[config.mk]
export PLATFORM = sky130hd
export DESIGN_NAME = one_ms_clk_divider
export DESIGN_NICKNAME = d
export VERILOG_FILES = /design/src/rtl/one_ms_clk_divider.sv
export SDC_FILE = /design/constraint.sdc
export NUM_CORES = 1
export LEC_CHECK = 0
export ABC_AREA = 1
export CORE_UTILIZATION = 35
export CTS_BUF_LIST = sky130_fd_sc_hd__clkbuf_4
export CTS_CLUSTER_SIZE = 20
export DETAILED_ROUTE_END_ITERATION = 12
export DONT_BUFFER_PORTS = 1
export PLACE_DENSITY = 0.5
export SLEW_MARGIN = 20
export SYNTH_ARGS = -nofsm -noshare
export SYNTH_HDL_FRONTEND = slang
export SYNTH_SLANG_ARGS = --single-unit
[constraint.sdc]
create_clock -name in_clk -period 4.4 [get_ports in_clk]
set_input_delay 0.22 -clock in_clk [delete_from_list [all_inputs] [get_ports in_clk]]
set_output_delay 0.22 -clock in_clk [all_outputs]
set_load 0.02 [all_outputs]
[src/rtl/one_ms_clk_divider.sv]
// -----------------------------------------------------------------------------
// one_ms_clk_divider
//   Timebase for the top level: divides the board system clock down to a
//   square wave of OUT_PERIOD_US microseconds (1 ms by default). It also
//   provides a one-cycle tick at each out_clk rising edge and a free-running
//   count of completed periods. Consumers should use tick_1ms as a clock
//   enable; out_clk is meant for slow external or visual use.
//
// Parameters
//   IN_FREQ_HZ     frequency of in_clk in Hz
//   OUT_PERIOD_US  out_clk period in microseconds
//   MS_CNT_W       width of ms_count
//
// Ports
//   in_clk    in   1         system clock, all logic on its rising edge
//   rst_n     in   1         asynchronous active-low reset
//   out_clk   out  1         divided clock, registered, period DIV cycles
//   tick_1ms  out  1         one-cycle pulse aligned with each out_clk rise
//   ms_count  out  MS_CNT_W  completed periods since reset, wraps
// -----------------------------------------------------------------------------
module one_ms_clk_divider #(
  parameter int unsigned IN_FREQ_HZ    = 100_000_000,
  parameter int unsigned OUT_PERIOD_US = 1000,
  parameter int unsigned MS_CNT_W      = 16
) (
  input  logic                in_clk,
  input  logic                rst_n,
  output logic                out_clk,
  output logic                tick_1ms,
  output logic [MS_CNT_W-1:0] ms_count
);

  // Multiply before dividing, in 64 bits: the plain left-to-right form
  // truncates to zero for clocks below 1 MHz, and the product overflows
  // 32 bits at the default 100 MHz.
  localparam longint unsigned DIV_L =
    (64'(IN_FREQ_HZ) * 64'(OUT_PERIOD_US)) / 64'd1_000_000;
  localparam int unsigned DIV      = 32'(DIV_L);
  localparam int unsigned LOW_CYC  = DIV - DIV / 2;
  localparam int unsigned HIGH_CYC = DIV / 2;
  localparam int unsigned CNT_W    = (DIV < 2) ? 1 : $clog2(DIV);

  localparam logic [CNT_W-1:0] LOW_LAST  = CNT_W'(LOW_CYC - 1);
  localparam logic [CNT_W-1:0] HIGH_LAST = CNT_W'(HIGH_CYC - 1);

  generate
    if (DIV < 2) begin : g_bad_div
      $error("one_ms_clk_divider: divide ratio must be at least 2");
    end
  endgenerate

  typedef enum logic {
    PH_LOW  = 1'b0,
    PH_HIGH = 1'b1
  } phase_t;

  phase_t           phase, phase_nxt;
  logic [CNT_W-1:0] cnt, cnt_nxt;
  logic             rise;

  always_comb begin
    phase_nxt = phase;
    cnt_nxt   = cnt + 1'b1;
    rise      = 1'b0;
    case (phase)
      PH_LOW: begin
        if (cnt == LOW_LAST) begin
          phase_nxt = PH_HIGH;
          cnt_nxt   = '0;
          rise      = 1'b1;
        end
      end
      PH_HIGH: begin
        if (cnt == HIGH_LAST) begin
          phase_nxt = PH_LOW;
          cnt_nxt   = '0;
        end
      end
      default: begin
        phase_nxt = PH_LOW;
        cnt_nxt   = '0;
      end
    endcase
  end

  // out_clk and tick_1ms are registered from the next-state decode so both
  // change on the same in_clk edge and out_clk never sees combinational logic.
  always_ff @(posedge in_clk or negedge rst_n) begin
    if (!rst_n) begin
      phase    <= PH_LOW;
      cnt      <= '0;
      out_clk  <= 1'b0;
      tick_1ms <= 1'b0;
      ms_count <= '0;
    end else begin
      phase    <= phase_nxt;
      cnt      <= cnt_nxt;
      out_clk  <= (phase_nxt == PH_HIGH);
      tick_1ms <= rise;
      if (rise) begin
        ms_count <= ms_count + 1'b1;
      end
    end
  end

endmodule

==> out/metrics.csv, run 1 <==
metric,value,unit
synth_cells,241,
numPortBuffers,0,
routed_via_density,4.506,
crit_path_max_fanout,8,
synth_top_cell_area_share,45.34,%
cts_buffer_depth,2,
fin_tns_setup,0,ns
htreeDepth,2,
dp_cells,308,
cts_hold_buf,2,
cp.arrival,2.45,ns
maxCapViolations,0,
initialDrtViolationCount,40,
start_util,37.12,%
synth_area_leaders,"dfrtp_1 (45%), nand2_1 (9.5%), inv_1 (7.4%)",
hold_viol_final,0,
root_buffer,clkbuf_4,
clk_latency,0.33,ns
fin_util,39.88,%
track_usage,14.51,%
grt_pass1_vias,1386,
synth_nets,246,
internal_power,0.3892,mW
critPathRequiredTime,4.64,ns
die_w,76.30,microns
cts_tree,done,
start_kind,flip-flop,
fin_crit,2.213,ns
slew_violations,0,
hold_class,in -> async,
route.detailed.drc,0,
synth_cell_types,28,
tightest_slew,0.4039,ns
die_area,5821,sq um
ir_worst_vdd,0.09795,mV
max_freq,451.8,MHz
yosysSeqAreaShare,45.34,%
status,"complete, no violations",
maxSlewHeadroom,73.07,%
synth_common_cells,"nand2_1 (49), inv_1 (38), dfrtp_1 (35), nor2_1 (34), nand3_1 (17)",
grt_max_degree,36,
netSwitchingFraction,22.24,%
place_ws,2.157,ns
cts.clk_slew.worst_paths,0.11,ns
post_cts_buffers,0,
seqPwrFrac,64.2,%
stdcell_count,318,
critical_path_class,reg -> reg,
async_flop_share,100.0,%
netlist_area,1932,sq um
antenna_found_initial,0,
rsz0062_at_grt,no,
numCtsBuffers,5,
antenna_left,0,
wl_per_cell,11.78,microns
diodes,0,
syn_to_final_growth,7.448,%
first_pass_iters,4,
vias,1433,
p_per_area,241.2,nW/um^2
pwr-share-clk,34.0,%
gp_congestion,0.8883,
p_comb_share,1.8,%
hpwlAfterDp,2.752,mm
fillers,549,
timing.final.crit_share,50.31,%
io_pins,20,
ys.flop_type,dfrtp_1,
yosysWarnings,0,
synth_edf_count,0,
end_kind,flip-flop,
grt_pass1_wl,6.651,mm
fp.dieH,76.30,microns
nets,252,
synth.largest_area_cell,dfrtp_1,
core,5205,sq um
setup_viol,0,
std_cell_rows,26,
drive_above_1_share,12.90,%
wl,3.747,mm
setup_slack,2.187,ns
ys_ff_latch,35,
avgSynthCellArea,8.016,sq um
leakage,1.069,nW
p_switching,0.1113,mW
overflow,0,
clock_sinks,35,
cts.repair.resized,0,
finalClockSkew,0.01227,ns
synth.most_common_cell,nand2_1,
path summary, 6_finish.rpt:
path                         start  depth (start not counted)  slack, ns      endpoint
min                          rst_n                          2       0.34   ms_count[0]
max reg2reg                 cnt[0]                         10       2.19  ms_count[11]
max                         cnt[0]                         10       2.19  ms_count[11]
min reg2reg                cnt[16]                          1       0.55       cnt[16]
min in group in_clk        cnt[16]                          1       0.55       cnt[16]
max in group asynchronous    rst_n                          2       3.87        cnt[8]
critical path, cell delays in order, from the launching register on:
cell	delay, ns
dfrtp_1	0.43
ha_1	0.21
nand2_2	0.10
nor2_4	0.14
nand4_1	0.10
nor2b_1	0.13
ha_1	0.41
nand3_1	0.13
nor2_1	0.21
nand3_1	0.12
xor2_1	0.14
sequential cells by signal, indices dropped and copies added, names as in the netlist:
| name | cells |
|---|---|
| cnt | 17 |
| ms_count | 16 |
| tick_1ms | 1 |
| phase | 1 |
kinds of logic (layout without fill, tap and decap cells):
family	Yosys count	after routing	synth area share (%)
buffers and inverters	43	50	9.132
muxes	1	1	0.5829
and+or+nand+nor	137	137	33.81
adders and majority gates	3	3	1.943
xor gates and xnor gates	17	17	7.707
AOI/OAI and AO/OA	5	5	1.489
DFF	35	35	45.34
routing by layer:
| layer | share of wire, % | up-vias | track usage [%] |
|---|---|---|---|
| li1 | - | 754 | - |
| met1 | 46 | 646 | 17.94 |
| met2 | 48 | 26 | 23.33 |
| met3 | 4.7 | 7 | 5.030 |
| met4 | 1.3 | 0 | 5.192 |
| met5 | 0 | - | 0 |
power by group through the flow:
stage          Combinational, mW  Clock (mW)  Sequential, mW
6_report                 0.00896       0.170           0.321
4_1_cts                  0.00961       0.178           0.321
5_1_grt                   0.0104       0.189           0.322
2_1_floorplan        0.000000565           0           0.328
3_5_place_dp         0.000000550           0           0.328
3_3_place_gp         0.000000550           0           0.328
per-stage QoR:
stage	hold slack [ns]	total power [mW]	instance area, sq um
2_1_floorplan	-0.07559	0.3278	1932
3_3_place_gp	-0.07485	0.3278	1993
3_5_place_dp	-0.07481	0.3278	1993
4_1_cts	0.3285	0.5090	2076
5_1_grt	0.3509	0.5205	2076
6_report	0.3351	0.5006	2076
cell usage in the layout, fill, tap and decap left out:
cell type / n
nand2_1: 49
inv_1: 38
dfrtp_1: 35
nor2_1: 34
nand3_1: 17
nand2_2: 10
xor2_1: 10
nand4_1: 8
xnor2_1: 7
clkbuf_4: 6
nor2_2: 5
nor3_1: 5
nor2_4: 3
ha_1: 3
inv_2: 2
clkinv_1: 2
a21oi_1: 1
a31oi_1: 1
nor3b_2: 1
nand3_2: 1
o21bai_1: 1
o21ai_0: 1
or2_2: 1
nor2b_1: 1
nand2_4: 1
o21ai_1: 1
mux2_2: 1
nand3b_1: 1
buf_12: 1
dlygate4sd3_1: 1
cell type report:
type / count / area (sq um) / share of cell area [%]
Clock buffer: 6 / 45.04 / 2.170
Tap cell: 70 / 87.58 / 4.219
Sequential cell: 35 / 875.8 / 42.19
Multi-Input combinational cell: 163 / 879.6 / 42.37
Clock inverter: 2 / 7.507 / 0.3617
Inverter: 40 / 150.1 / 7.233
Timing Repair Buffer: 2 / 30.03 / 1.447
Note: power is estimated with default switching activity, not from simulation.
==> run 2: changes to the inputs <==
clock period = 2.3 ns   (was 4.4 ns; I/O delays follow)
==> run 2 against run 1 <==
Critical path depth unchanged; final cell count rose by 0.63%; core utilization grew 0.91 points; flip-flop and latch count is the same; clock skew decreased by 0.0047 ns; non-clock buffer count rose by 2; sequential power is 92% higher; first-iteration DRC count shrank 5.0%; fmax is 7.3% higher; highest routed layer unchanged; routed wire length up 4.2%; largest cell class unchanged.
==> out/metrics.csv, run 2 (synthesized netlist as in run 1, its figures left out) <==
metric,value,unit,change
track_usage,14.58,%,+0.073 points
wl,3.903,mm,+4.2%
wl_per_cell,12.20,microns,+3.5%
hold_viol_final,0,,unchanged
grt_max_degree,36,,unchanged
start_kind,flip-flop,,
maxSlewHeadroom,75.45,%,+2.4 points
grt_pass1_vias,1392,,+0.43%
p_switching,0.2379,mW,+110%
numPortBuffers,0,,unchanged
drive_above_1_share,15.20,%,+2.3 points
die_w,76.30,microns,unchanged
p_comb_share,1.6,%,-0.2 points
syn_to_final_growth,9.910,%,
first_pass_iters,6,,+2
pwr-share-clk,41.8,%,+7.8 points
fillers,544,,-0.91%
crit_path_max_fanout,6,,-2
fp.dieH,76.30,microns,unchanged
antenna_left,0,,unchanged
hold_class,in -> async,,
seqPwrFrac,56.6,%,-7.6 points
hpwlAfterDp,2.840,mm,+3.2%
rsz0062_at_grt,no,,
internal_power,0.8485,mW,+120%
maxCapViolations,0,,unchanged
nets,254,,+0.79%
gp_congestion,0.8061,,-9.3%
numCtsBuffers,5,,unchanged
fin_tns_setup,0,ns,unchanged
place_ws,0.1394,ns,-2.017 ns
fin_crit,2.063,ns,-0.1506 ns
grt_pass1_wl,6.548,mm,-1.5%
top_regs,"cnt: 17 flops, ms_count: 16 flops",,
critical_path_class,reg -> reg,,
status,"complete, no violations",,
slew_violations,0,,unchanged
use_met2,24.23,%,+0.90 points
cp.arrival,2.29,ns,-0.16 ns
final_common_cell,nand2_1,,
cts_tree,done,,
die_area,5821,sq um,unchanged
clk_latency,0.34,ns,about the same
core,5205,sq um,unchanged
route.detailed.drc,0,,unchanged
vias,1418,,-1.0%
antenna_found_initial,0,,unchanged
grtUsageMet1,17.32,%,-0.62 points
setup_viol,0,,unchanged
overflow,0,,unchanged
p_per_area,511.6,nW/um^2,+110%
timing.final.crit_share,89.69,%,+39 points
cts.clk_slew.worst_paths,0.12,ns,about the same
finalClockSkew,0.007568,ns,-0.004705 ns
grt.busiest_layer,met2,,
setup_slack,0.2372,ns,-1.949 ns
start_util,37.12,%,unchanged
max_freq,484.8,MHz,+7.3%
cts_buffer_depth,2,,unchanged
final_cell_mix,"nand2_1 (49), inv_1 (38), nor2_1 (34), dfrtp_1 (34), nand3_1 (17)",,
post_cts_buffers,0,,unchanged
std_cell_rows,26,,unchanged
clock_sinks,35,,unchanged
netSwitchingFraction,21.90,%,-0.35 points
tightest_slew,0.3683,ns,-0.03566 ns
htreeDepth,2,,unchanged
critPathRequiredTime,2.53,ns,-2.11 ns
root_buffer,clkbuf_4,,
end_kind,flip-flop,,
ir_worst_vdd,0.2431,mV,+150%
largest_reg_flops,17,,unchanged
initialDrtViolationCount,38,,-5.0%
leakage,1.091,nW,+2.1%
io_pins,20,,unchanged
regMostFlops,cnt,,
diodes,0,,unchanged
routed_via_density,4.431,,-1.7%
grt_use_met3,4.072,%,-0.96 points
run 2: layer usage:
metal / up-vias / wire length, microns
met5: - / 0
met4: 0 / 75
met3: 9 / 134
met2: 24 / 1854
met1: 633 / 1838
li1: 752 / -
run 2: what timing repair did:
| action | CTS | global route |
|---|---|---|
| hold endpoints to repair | 35 | 0 |
| setup endpoints to repair | 0 | 5 |
| hold buffers | 2 | 0 |
| gates resized for setup | 0 | 2 |
run 2: cell type report:
cell class | instances | area, sq um | share of cell area (%)
Timing Repair Buffer | 4 | 45.04 | 2.121
Sequential cell | 35 | 877.1 | 41.31
Clock buffer | 5 | 37.54 | 1.768
Clock inverter | 3 | 43.79 | 2.062
Multi-Input combinational cell | 163 | 882.1 | 41.54
Inverter | 40 | 150.1 | 7.071
Tap cell | 70 | 87.58 | 4.125
run 2: final timing paths:
check / start / endpoint / slack (ns) / depth (start not counted)
worst max-delay path: cnt[0] / ms_count[9] / 0.24 / 10
min in group in_clk: cnt[16] / cnt[16] / 0.55 / 1
worst min-delay path: rst_n / ms_count[3] / 0.20 / 2
worst min register to register: cnt[16] / cnt[16] / 0.55 / 1
max in group asynchronous: rst_n / cnt[0] / 1.90 / 2
worst max register to register: cnt[0] / ms_count[9] / 0.24 / 10
run 2: worst max-delay path: stages, from the launching register on:
cell,delay (ns)
dfrtp_2,0.42
ha_1,0.19
nand2_2,0.10
nor2_4,0.15
nand4_1,0.11
nor2b_1,0.14
ha_2,0.27
nand3_1,0.09
nor2_1,0.22
nand2_1,0.13
xnor2_1,0.14
run 2: power groups by stage:
stage | Combinational [mW] | Sequential [mW] | Clock [mW]
floorplan | 0.000000565 | 0.627 | 0
global placement | 0.000000559 | 0.627 | 0
detailed placement | 0.000000559 | 0.627 | 0
CTS | 0.0185 | 0.615 | 0.480
global route | 0.0202 | 0.615 | 0.496
finish | 0.0170 | 0.615 | 0.454
run 2: per-stage QoR:
step                utilization, %  std cells  area, sq um  total power [mW]  hold WS (ns)
floorplan                        -        241         1932            0.6272       -0.1806
global placement             38.58        310         2008            0.6272       -0.1799
detailed placement           38.58        310         2008            0.6272       -0.1799
CTS                          40.72        320         2120             1.114        0.1853
global route                 40.79        320         2123             1.132        0.1958
finish                       40.79        320         2123             1.086        0.1978
==> run 3: changes to the inputs <==
CORE_MARGIN = 2   (was unset)
==> run 3 against run 2 <==
Critical path depth rose by 3; critical endpoint is now ms_count[14]; power rose by 0.71%; largest cell class unchanged; critical path type unchanged; clock skew rose by 0.0054 ns.
==> out/metrics.csv, run 3 (synthesized netlist as in run 1, its figures left out) <==
metric,value,unit,change
status,"complete, no violations",,
fin_tns_setup,0,ns,unchanged
largest_reg_flops,17,,unchanged
fp.dieH,78.30,microns,+2.6%
max_freq,492.0,MHz,+1.5%
std_cell_rows,27,,+3.8%
top_regs,"cnt: 17 flops, ms_count: 16 flops",,
maxSlewHeadroom,73.96,%,-1.5 points
first_pass_iters,4,,-2
clock_sinks,35,,unchanged
hold_class,in -> async,,
place_ws,0.2598,ns,+0.1205 ns
cts_buffer_depth,2,,unchanged
post_cts_buffers,0,,unchanged
hpwlAfterDp,2.902,mm,+2.2%
final_common_cell,nand2_1,,
core,5405,sq um,+3.8%
wl,3.927,mm,+0.61%
final_cell_mix,"nand2_1 (49), inv_1 (38), dfrtp_1 (35)",,
end_kind,flip-flop,,
hold_viol_final,0,,unchanged
grt_pass1_wl,6.879,mm,+5.1%
htreeDepth,2,,unchanged
stdcell_count,324,,+1.3%
initialDrtViolationCount,36,,-5.3%
antenna_left,0,,unchanged
cts_tree,done,,
maxCapViolations,0,,unchanged
critical_path_class,reg -> reg,,
start_util,35.74,%,-1.4 points
regArea,875.8,sq um,-0.14%
antenna_found_initial,0,,unchanged
multi_input_area,879.6,sq um,-0.28%
slew_violations,0,,unchanged
ir_worst_vdd,0.3434,mV,+41%
dpl_cell_area,2026,sq um,+0.87%
routed_via_density,4.540,,+2.5%
wl_per_cell,12.12,microns,-0.63%
nets,256,,+0.79%
start_kind,flip-flop,,
p_per_area,511.9,nW/um^2,about the same
grt_max_degree,36,,unchanged
track_usage,14.23,%,-0.35 points
critPathRequiredTime,2.55,ns,+0.02 ns
crit-reg2reg-launch,cnt[1],,
cts.clk_slew.worst_paths,0.13,ns,about the same
timing.final.crit_share,88.37,%,-1.3 points
clk_latency,0.34,ns,about the same
dp_cells,314,,+1.3%
grt_pass1_vias,1462,,+5.0%
r2r_slack,0.27,ns,+0.03 ns
fillers,565,,+3.9%
setup_viol,0,,unchanged
tightest_slew,0.3907,ns,+0.02238 ns
syn_to_final_growth,10.62,%,
fin_area,2137,sq um,+0.65%
drive_above_1_share,15.08,%,-0.12 points
overflow,0,,unchanged
crit_path_max_fanout,5,,-1
diodes,0,,unchanged
cp.arrival,2.29,ns,about the same
io_pins,20,,unchanged
vias,1471,,+3.7%
numCtsBuffers,5,,unchanged
setup_slack,0.2674,ns,+0.03022 ns
rsz0062_at_grt,no,,
root_buffer,clkbuf_4,,
gp_congestion,0.7688,,-4.6%
die_w,78.30,microns,+2.6%
route.detailed.drc,0,,unchanged
leakage,1.103,nW,+1.0%
numPortBuffers,0,,unchanged
regMostFlops,cnt,,
cts_hold_buf,2,,unchanged
finalClockSkew,0.01297,ns,+0.005399 ns
rr_worst_depth,13,,+3
cts.repair.resized,0,,unchanged
fin_crit,2.033,ns,-0.03022 ns
die_area,6130,sq um,+5.3%
rr_endpoint,ms_count[14],,
run 3: cell count changes in the layout (fill, tap and decap cells not counted), sizes merged:
cell	change
buf	+2
run 3: metal layers:
metal / share of wire [%] / global-route usage, % / vias to the layer above
met4: 0.69 / 3.684 / 0
met2: 48 / 23.97 / 33
li1: - / - / 759
met1: 46 / 17.52 / 675
met3: 4.9 / 4.713 / 4
met5: 0 / 0 / -
run 3: worst max path at each step:
stage                      start      endpoint  slack [ns]  cells past startpoint
final                     cnt[1]  ms_count[14]        0.27                     13
after global placement    cnt[8]  ms_count[14]        0.31                     11
after detailed placement  cnt[1]  ms_count[14]        0.26                     13
after floorplan           cnt[0]  ms_count[11]        0.36                     11
after CTS                 cnt[1]  ms_count[14]        0.24                     13
after global routing      cnt[1]  ms_count[11]        0.03                     10
run 3: stage by stage:
step | total power, mW | util [%] | hold WS (ns)
5_1_grt | 1.135 | 39.54 | 0.2240
4_1_cts | 1.116 | 39.54 | 0.1897
3_3_place_gp | 0.6272 | 37.48 | -0.1798
3_5_place_dp | 0.6272 | 37.48 | -0.1798
2_1_floorplan | 0.6272 | - | -0.1806
6_report | 1.094 | 39.54 | 0.2123
run 3: worst max-delay path, stage by stage (launching register included):
cell	delay [ns]
dfrtp_1	0.38
ha_1	0.18
nand2_2	0.09
nor2_4	0.14
nand4_1	0.10
nor2b_1	0.14
ha_1	0.32
nand2_4	0.10
nor2_4	0.12
nand2_2	0.10
nor2_2	0.11
nand3_1	0.07
nand2_1	0.07
inv_1	0.03
run 3: final cells by class:
class,instances,area share [%]
Timing Repair Buffer,6,2.810
Sequential cell,35,40.98
Tap cell,72,4.215
Inverter,40,7.026
Multi-Input combinational cell,163,41.16
Clock inverter,3,2.049
Clock buffer,5,1.756
run 3: report_power, final:
part	total (mW)	switching (mW)	internal [mW]
Clock	0.461	0.232	0.229
Combinational	0.0176	0.0129	0.00465
Sequential	0.615	0	0.615
